`config.mk`:
```
export PLATFORM = sky130hd
export DESIGN_NAME = fdc_sd_arbiter
export DESIGN_NICKNAME = d
export VERILOG_FILES = /design/src/rtl/fdc_sd_arbiter.sv
export SDC_FILE = /design/constraint.sdc
export NUM_CORES = 1
export LEC_CHECK = 0
export CORE_MARGIN = 8
export CORE_UTILIZATION = 35
export CTS_CLUSTER_SIZE = 25
export DETAILED_ROUTE_END_ITERATION = 10
export GPL_ROUTABILITY_DRIVEN = 0
export PLACE_DENSITY = 0.87
export SYNTH_ARGS = -nofsm -noshare
export SYNTH_HDL_FRONTEND = slang
export SYNTH_SLANG_ARGS = --single-unit
```
`constraint.sdc`:
```
create_clock -name clk_sys -period 1.7 [get_ports clk_sys]
set_input_delay 0.34 -clock clk_sys [delete_from_list [all_inputs] [get_ports clk_sys]]
set_output_delay 0.34 -clock clk_sys [all_outputs]
set_load 0.01 [all_outputs]
```
`src/rtl/fdc_sd_arbiter.sv`:
```
// fdc_sd_arbiter: round-robin arbiter that shares one MiST(er)-style SD port
// among DRIVES floppy channels, each with its own sd_rd/sd_wr image bit.
//
// Ports:
//   clk_sys, reset_n        clock, async active-low reset
//   req_rd/req_wr           per-channel sector request levels
//   req_lba, buff_din       per-channel LBA and write byte (packed)
//   busy, done, err         per-channel ownership / completion / timeout
//   buff_we                 sd_buff_wr steered to the granted channel
//   sd_lba, sd_rd, sd_wr    SD host request side
//   sd_ack, sd_buff_wr      SD host acknowledge and byte strobe
//   sd_buff_din             granted channel's write byte (0 when idle)

module fdc_sd_arbiter #(
    parameter int DRIVES  = 2,
    parameter int LBA_W   = 32,
    parameter int TIMEOUT = 0
) (
    input  logic                  clk_sys,
    input  logic                  reset_n,
    input  logic [DRIVES-1:0]     req_rd,
    input  logic [DRIVES-1:0]     req_wr,
    input  logic [DRIVES*LBA_W-1:0] req_lba,
    input  logic [DRIVES*8-1:0]   buff_din,
    output logic [DRIVES-1:0]     busy,
    output logic [DRIVES-1:0]     done,
    output logic [DRIVES-1:0]     err,
    output logic [DRIVES-1:0]     buff_we,
    output logic [LBA_W-1:0]      sd_lba,
    output logic [DRIVES-1:0]     sd_rd,
    output logic [DRIVES-1:0]     sd_wr,
    input  logic                  sd_ack,
    input  logic                  sd_buff_wr,
    output logic [7:0]            sd_buff_din
);

    localparam int GW        = (DRIVES > 1) ? $clog2(DRIVES) : 1;
    localparam int CW_RAW    = $clog2(TIMEOUT + 1);
    localparam int CW        = (CW_RAW < 1) ? 1 : CW_RAW;
    localparam int TO_LAST_I = (TIMEOUT > 0) ? TIMEOUT - 1 : 0;

    localparam logic [CW-1:0] TO_LAST = CW'(TO_LAST_I);
    localparam logic [CW-1:0] CNT_MAX = '1;

    typedef enum logic [1:0] {
        S_IDLE,
        S_REQ,
        S_XFER,
        S_DONE
    } state_t;

    state_t            state_q, state_d;
    logic [GW-1:0]     gnt_q, gnt_d;
    logic [GW-1:0]     ptr_q, ptr_d;
    logic [CW-1:0]     cnt_q, cnt_d;
    logic [LBA_W-1:0]  lba_q, lba_d;
    logic [DRIVES-1:0] rd_q, rd_d;
    logic [DRIVES-1:0] wr_q, wr_d;
    logic [DRIVES-1:0] busy_q, busy_d;
    logic [DRIVES-1:0] done_q, done_d;
    logic [DRIVES-1:0] err_q, err_d;

    logic [DRIVES-1:0] req_any;
    logic              found;
    logic [GW-1:0]     pick;
    logic [GW-1:0]     gnt_inc;

    // Channel index a+b, wrapped at DRIVES (b is always < DRIVES).
    function automatic logic [GW-1:0] wrap_add(
        input logic [GW-1:0] a,
        input int            b
    );
        int s;
        s = int'(a) + b;
        if (s >= DRIVES) begin
            s = s - DRIVES;
        end
        return GW'(s);
    endfunction

    assign req_any = req_rd | req_wr;
    assign gnt_inc = wrap_add(gnt_q, 1);

    // First requester at or after the round-robin pointer.
    always_comb begin
        found = 1'b0;
        pick  = '0;
        for (int k = 0; k < DRIVES; k++) begin
            if (!found && req_any[wrap_add(ptr_q, k)]) begin
                found = 1'b1;
                pick  = wrap_add(ptr_q, k);
            end
        end
    end

    always_ff @(posedge clk_sys or negedge reset_n) begin
        if (!reset_n) begin
            state_q <= S_IDLE;
            gnt_q   <= '0;
            ptr_q   <= '0;
            cnt_q   <= '0;
            lba_q   <= '0;
            rd_q    <= '0;
            wr_q    <= '0;
            busy_q  <= '0;
            done_q  <= '0;
            err_q   <= '0;
        end else begin
            state_q <= state_d;
            gnt_q   <= gnt_d;
            ptr_q   <= ptr_d;
            cnt_q   <= cnt_d;
            lba_q   <= lba_d;
            rd_q    <= rd_d;
            wr_q    <= wr_d;
            busy_q  <= busy_d;
            done_q  <= done_d;
            err_q   <= err_d;
        end
    end

    always_comb begin
        state_d = state_q;
        gnt_d   = gnt_q;
        ptr_d   = ptr_q;
        cnt_d   = cnt_q;
        lba_d   = lba_q;
        rd_d    = rd_q;
        wr_d    = wr_q;
        busy_d  = busy_q;
        done_d  = '0;
        err_d   = '0;

        unique case (state_q)
            S_IDLE: begin
                // A still-high ack here belongs to nobody; wait it out.
                if (!sd_ack && found) begin
                    gnt_d = pick;
                    lba_d = req_lba[int'(pick)*LBA_W +: LBA_W];
                    rd_d  = '0;
                    wr_d  = '0;
                    if (req_wr[pick]) begin
                        wr_d[pick] = 1'b1;
                    end else begin
                        rd_d[pick] = 1'b1;
                    end
                    busy_d       = '0;
                    busy_d[pick] = 1'b1;
                    cnt_d        = '0;
                    state_d      = S_REQ;
                end
            end
            S_REQ: begin
                // Ack is checked first so it wins on the expiry cycle.
                if (sd_ack) begin
                    rd_d    = '0;
                    wr_d    = '0;
                    state_d = S_XFER;
                end else if (TIMEOUT != 0 && cnt_q == TO_LAST) begin
                    rd_d         = '0;
                    wr_d         = '0;
                    busy_d       = '0;
                    err_d[gnt_q] = 1'b1;
                    ptr_d        = gnt_inc;
                    state_d      = S_IDLE;
                end else if (cnt_q != CNT_MAX) begin
                    cnt_d = cnt_q + 1'b1;
                end
            end
            S_XFER: begin
                if (!sd_ack) begin
                    state_d = S_DONE;
                end
            end
            S_DONE: begin
                done_d[gnt_q] = 1'b1;
                busy_d        = '0;
                ptr_d         = gnt_inc;
                state_d       = S_IDLE;
            end
            default: begin
                state_d = S_IDLE;
            end
        endcase
    end

    // Byte steering is combinational and only open during the transfer.
    always_comb begin
        buff_we     = '0;
        sd_buff_din = 8'h00;
        if (state_q == S_XFER) begin
            buff_we[gnt_q] = sd_buff_wr;
            sd_buff_din    = buff_din[int'(gnt_q)*8 +: 8];
        end
    end

    assign busy   = busy_q;
    assign done   = done_q;
    assign err    = err_q;
    assign sd_lba = lba_q;
    assign sd_rd  = rd_q;
    assign sd_wr  = wr_q;

endmodule

```
==> results of run 1 <==
## critical path, cell delays in order
cell,delay [ns]
clkdlybuf4s50_1,0.43
or4_4,0.57
a32oi_2,0.20
mux2_1,0.34
## per-layer routing
layer,vias up,GRT usage,routed length [um],share of wire
li1,1322,-,-,-
met1,1366,0.207,3600,0.38
met2,137,0.319,4780,0.51
met3,19,0.0524,828,0.088
met4,0,0.0861,230,0.024
met5,-,0,0,0
## cell families (layout without fill, tap and decap cells)
kind of cell               Yosys count  after routing  synth area share
buffers and inverters               34            182            0.0588
and+or+nand+nor                     72             72             0.155
adders and majority gates            4              4            0.0206
DFF                                 44             44             0.454
AOI/OAI and AO/OA                  113            113             0.268
other                                1              2           0.00155
muxes                               10             10            0.0418
## area by class of cell
cell class | count | area share
Timing Repair Buffer | 168 | 0.387
Multi-Input combinational cell | 201 | 0.297
Sequential cell | 44 | 0.261
Tap cell | 80 | 0.0237
Clock buffer | 6 | 0.0172
Clock inverter | 2 | 0.00830
Inverter | 6 | 0.00593
## synth_stat cells
master	number
o21bai_1	1
a2111oi_0	1
inv_2	1
nand2_1	3
o21ba_2	1
conb_1	1
a21o_1	1
nor4_2	1
o211ai_1	3
a32oi_1	2
nand4b_1	1
mux2i_1	9
mux2_1	1
nand4_1	2
or2_1	1
buf_1	4
and3_1	1
o21ai_1	1
clkbuf_1	16
buf_2	6
or4_1	1
nor2b_1	2
nand2b_1	6
nand3_1	36
a31oi_1	32
dfrtp_1	44
a311o_1	2
o31ai_1	1
o311ai_1	1
nor2_1	14
buf_4	2
nor3b_1	2
and2_1	1
o21ai_0	35
inv_1	5
a21oi_1	32
nor4_1	1
ha_1	4
## registers in the layout, summed over array words and instances, names as in the netlist
| signal | flops |
|---|---|
| sd_rd | 2 |
| done | 2 |
| gnt_q | 1 |
| busy | 2 |
| sd_wr | 2 |
| sd_lba | 32 |
| state_q | 2 |
| ptr_q | 1 |
## power by group through the flow
| stage | clock network [W] | registers [W] | logic (W) |
|---|---|---|---|
| floorplan | 0 | 0.00204 | 0.00138 |
| global placement | 0 | 0.00182 | 0.00354 |
| detailed placement | 0 | 0.00185 | 0.00365 |
| CTS | 0.000806 | 0.00184 | 0.00365 |
| global route | 0.000850 | 0.00189 | 0.00400 |
| finish | 0.000794 | 0.00184 | 0.00369 |
## worst max-delay path by stage
stage | start | endpoint
final | req_wr[0] | state_q[1]$_DFFE_PN0P_
after global routing | state_q[1]$_DFFE_PN0P_ | state_q[1]$_DFFE_PN0P_
after CTS | req_rd[1] | state_q[1]$_DFFE_PN0P_
after detailed placement | req_wr[1] | state_q[1]$_DFFE_PN0P_
after global placement | req_wr[1] | state_q[1]$_DFFE_PN0P_
after floorplan | state_q[0]$_DFFE_PN0P_ | sd_lba[0]$_DFFE_PN0P_
## per-stage QoR
step	hold slack [ns]	area, um2	power [W]	util
4_1_cts	0.0473	4200	0.00629	0.622
3_5_place_dp	0.370	4090	0.00549	0.606
5_1_grt	0.0678	4220	0.00674	0.625
6_report	0.0306	4220	0.00632	0.625
3_3_place_gp	0.369	4090	0.00536	0.606
2_1_floorplan	0.0444	2430	0.00342	-
## what timing repair did
action,CTS,global route
setup endpoints to repair,13,44
gates resized for setup,36,15
setup buffers,0,0
pin swaps,0,2
==> reports/results.ini, run 1 <==
[finish]
final_common_cell=clkdlybuf4s50_1
diodes=0
ff_latch_area_um2=1100
nets=518
fin_cells=507
multi_input_area_um2=1250
drive_gt1_frac=0.148
final_cell_mix=126 x clkdlybuf4s50_1, 44 x dfrtp_1, 36 x nand3_1, 35 x o21ai_0
syn_to_final_growth_pct=74.1
fillers=581

[power]
p_clk_frac=0.126
p_sw_frac=0.376
p_comb_frac=0.584
leakage_nw=1.71
power_switching_w=0.00237
power_density_nw_per_um2=1500
peakVddDrop_v=0.000763
intPower_w=0.00395
pwr-share-seq=0.291

[routing]
first_iter_violations=167
wl_um=9440
wl_per_cell_um=18.6
vias_per_cell=5.61
ant_nets=0
dr.pass1.iters=4
drc=0
via_count=2844

[worst_setup_path]
path_max_fanout=3
critPathLaunchType=input pin
cp-end-kind=flip-flop
r2r-start=state_q[1]$_DFFE_PN0P_
crit_type=input pin to flip-flop
r2r_slack_ns=0.04
worstPathRequired_ns=1.88
regToRegEndpoint=state_q[1]$_DFFE_PN0P_
crit_arrival_ns=1.87
reg2reg_depth=6

[timing]
relSlewSlack=0.606
rsz0062_at_grt=yes
setup_ws_ns=0.0105
fin_crit_ns=1.69
period_share=0.994
drv_slew=0
hold_violations=0
setup-tns-final_ns=0
fmax_mhz=592
clock-skew-final_ns=0.00761
setup_viol=0
tightest_slew_ns=0.591

[yosys]
syn-instance-count=278
ys_seq_area_frac=0.454
yosysWarnings=0
avgSynthCellArea_um2=8.72
yosys.area.top_type=dfrtp_1
synth.distinct_cells=38
synth_area_leaders=dfrtp_1 45%, a31oi_1 8.3%, nand3_1 7.4%
synth_area_um2=2420
ys_ff_latch=44
synth_top_cell_area_share=0.454

[hold_path]
hold_path_class=input pin to asynchronous set/reset pin

[placement]
pre_cts_slack_ns=-0.315
dpl.cell_count=499
hpwl_um=7130
portBuffers=137

[die]
die_area_um2=9850
num_rows=30
io_pins=140
fp.dieH_um=99.2
coreArea_um2=6760
initial_core_util=0.359
die_w_um=99.2

[clock_tree]
clock_sinks=44
htreeDepth=2
clk_pin_slew_ns=0.09
cts-hold-fix-buffers=0
clkLatencyLatePin_ns=0.30
cts_root_buf=clkbuf_8
numCtsBuffers=5
clock_path_buffers=2
cts_tree=built

[grt]
overflow=0
grt_usage=0.186
grt_max_degree=34
antenna_found_initial=0
grt_pass1_vias=2964
grt_pass1_wl_um=14900

[outcome]
status=finished clean

[flow_run]
max_cap_viol_count=0

No activity file was read; power rests on OpenSTA's default activity.
==> run 2, diff against run 1 <==
--- a/config.mk
+++ b/config.mk
@@ -5,12 +5,14 @@
 export SDC_FILE = /design/constraint.sdc
 export NUM_CORES = 1
 export LEC_CHECK = 0
+export ABC_AREA = 1
 export CORE_MARGIN = 8
-export CORE_UTILIZATION = 35
+export CORE_UTILIZATION = 33
 export CTS_CLUSTER_SIZE = 25
 export DETAILED_ROUTE_END_ITERATION = 10
 export GPL_ROUTABILITY_DRIVEN = 0
-export PLACE_DENSITY = 0.87
+export PLACE_DENSITY = 0.86
 export SYNTH_ARGS = -nofsm -noshare
 export SYNTH_HDL_FRONTEND = slang
 export SYNTH_SLANG_ARGS = --single-unit
+export TNS_END_PERCENT = 20
==> run 2 against run 1 <==
Maximum frequency increased by 3.2%. Critical path depth is 1 higher. Via count down 15%. Synthesized cell count increased by 2.9%. Combinational power shrank 14%. Count of clock-buffer cells in the layout shrank 1. Clock skew up 0.0013 ns. Largest cell class unchanged.
==> reports/results.ini, run 2 <==
[timing]
tightest_slew_ns=0.517
relSlewSlack=0.655
clock-skew-final_ns=0.00891
drv_slew=0
hold_violations=0
fmax_mhz=611
fin_crit_ns=1.64
rsz0062_at_grt=no
period_share=0.963
setup_viol=0
setup-tns-final_ns=0

[finish]
multi_input_area_um2=980
stdcell_area_um2=3900
ff_latch_area_um2=1100
syn_to_final_growth_pct=79.1
fillers=555
fin_util=0.614
nets=529
drive_gt1_frac=0.116
largest_register_ffs=32
final_cell_mix=137 x nand2_1, 126 x clkdlybuf4s50_1, 44 x dfrtp_1, 38 x nand3_1, 14 x buf_4
diodes=0
final_common_cell=nand2_1

[routing]
wl_um=7710
via_count=2404
first_iter_violations=42
wl_per_cell_um=15.0
ant_nets=0
vias_per_cell=4.67
drc=0
dr.pass1.iters=4

[worst_setup_path]
cp-end-kind=primary output
path_delay_family=flip-flops
worstPathCellList=inv_2 -> ha_4 -> inv_4 -> nor3_2 -> buf_2
crit_buf_inv=3
crit_arrival_ns=1.30
critPathLaunchType=flip-flop
reg2reg_depth=9
r2r-start=state_q[1]$_DFFE_PN0P_
path_max_fanout=11
cp_slowest_cell=dfrtp_1
r2r_slack_ns=0.09
critPathMaxStageDelay_ns=0.40
crit_type=flip-flop to primary output
worstPathRequired_ns=1.36
regToRegEndpoint=sd_lba[0]$_DFFE_PN0P_

[placement]
placed_area_um2=3740
portBuffers=137
hpwl_um=6000

[clock_tree]
htreeDepth=2
clock_path_buffers=2
clock_sinks=44
cts-hold-fix-buffers=0
cts_root_buf=clkbuf_8
cts_tree=built
clk_pin_slew_ns=0.10
numCtsBuffers=5
clkLatencyLatePin_ns=0.30

[die]
io_pins=140
initial_core_util=0.343
coreArea_um2=6350
die_area_um2=9450
fp.dieH_um=97.2
num_rows=29
die_w_um=97.2

[yosys]
synth.top_cells.by_count=139 x nand2_1, 44 x dfrtp_1, 38 x nand3_1
syn-instance-count=286
synth_area_um2=2180
avgSynthCellArea_um2=7.61
ys_seq_area_frac=0.506
async_flop_share=1.00
synth_area_leaders=dfrtp_1 51%, nand2_1 24%, nand3_1 8.7%
synth_top_cell_area_share=0.506
synth.distinct_cells=20
synth-edff-count=0
yosys.area.top_type=dfrtp_1
synth_most_common_cell=nand2_1
ys_ff_latch=44
synthFlopType=dfrtp_1
yosysWarnings=0

[power]
power_density_nw_per_um2=1490
peakVddDrop_v=0.000884
intPower_w=0.00364
leakage_nw=1.83
power_switching_w=0.00216
p_comb_frac=0.549
pwr-share-seq=0.308
finalPower_w=0.00581
p_clk_frac=0.143
p_sw_frac=0.373

[grt]
grt_pass1_wl_um=12300
grtUsageMet2=0.269
top_usage_layer=met2
grt_usage=0.156
grt_pass1_vias=2458
antenna_found_initial=0
overflow=0
use_met3=0.0462
grt_use_met1=0.179
grt_max_degree=33

[hold_path]
hold_path_class=input pin to asynchronous set/reset pin

[outcome]
status=finished clean

[flow_run]
max_cap_viol_count=0

run 2: changes by cell type after synthesis, sizes merged, moves of 6 or more:
| cell | previous run | this run |
|---|---|---|
| nand2 | 3 | 139 |
| a31oi | 32 | 0 |
| clkbuf | 16 | 2 |
| nand2b | 6 | 0 |
| inv | 6 | 15 |
| a21oi | 32 | 9 |
| o21ai | 36 | 5 |
| mux2i | 9 | 0 |
run 2: metal layers:
metal  part of all wire  up-vias
met4              0.025        0
met5                  0        -
met3              0.058       19
met1               0.41     1103
met2               0.50       89
li1                   -     1193
run 2: area by class of cell:
class                   instances  share of cell area
clock buffers                   5              0.0177
clock inverters                 3              0.0119
inverters                      16              0.0170
multi-input cells             213               0.251
flip-flops and latches         44               0.283
well taps                      77              0.0247
repair buffers                157               0.395
run 2: timing repair:
action                     4_1_cts  5_1_grt
pin swaps                        0        0
setup buffers                    0        1
gates resized for setup         45        9
gates cloned                     0        1
setup endpoints to repair       10       44
run 2: power by group through the flow:
stage	registers (W)	logic [W]	clock network [W]
after floorplan	0.00200	0.00117	0
after global placement	0.00177	0.00305	0
after detailed placement	0.00180	0.00314	0
after CTS	0.00178	0.00311	0.000853
after global routing	0.00185	0.00351	0.000896
final	0.00179	0.00319	0.000829
run 2: worst max path at each step:
stage,to,slack (ns),from,cells past startpoint
6_report,buff_we[0],0.06,state_q[0]$_DFFE_PN0P_,5
5_1_grt,sd_buff_din[2],0.008,gnt_q$_DFFE_PN0P_,4
3_3_place_gp,sd_buff_din[0],-0.18,buff_din[8],4
2_1_floorplan,buff_we[1],0.19,state_q[0]$_DFFE_PN0P_,5
3_5_place_dp,buff_we[0],-0.20,sd_buff_wr,4
4_1_cts,buff_we[1],0.004,state_q[0]$_DFFE_PN0P_,5
run 2: cells by family after synthesis:
group / count (synthesis) / synth area share
AO/OA/AOI/OAI: 14 / 0.0322
other: 1 / 0.00172
adder cells (fa/ha/maj): 4 / 0.0230
buffers and inverters: 30 / 0.0673
flip-flops: 44 / 0.506
AND/OR/NAND/NOR: 193 / 0.370
run 2: stage by stage:
| step | setup slack, ns | hold WS (ns) | std cells |
|---|---|---|---|
| detailed placement | -0.203 | 0.350 | 505 |
| CTS | 0.00362 | 0.0133 | 513 |
| finish | 0.0626 | 0.00000172 | 515 |
| global placement | -0.176 | 0.342 | 505 |
| global route | 0.00821 | 0.0253 | 515 |
| floorplan | 0.189 | 0.0444 | 287 |
==> run 3, diff against run 2 <==
--- a/config.mk
+++ b/config.mk
@@ -8,7 +8,7 @@
 export ABC_AREA = 1
 export CORE_MARGIN = 8
 export CORE_UTILIZATION = 33
-export CTS_CLUSTER_SIZE = 25
+export CTS_CLUSTER_SIZE = 16
 export DETAILED_ROUTE_END_ITERATION = 10
 export GPL_ROUTABILITY_DRIVEN = 0
 export PLACE_DENSITY = 0.86
==> results of run 3 <==
Final layout, timing and power as in run 2 (identical DEF).
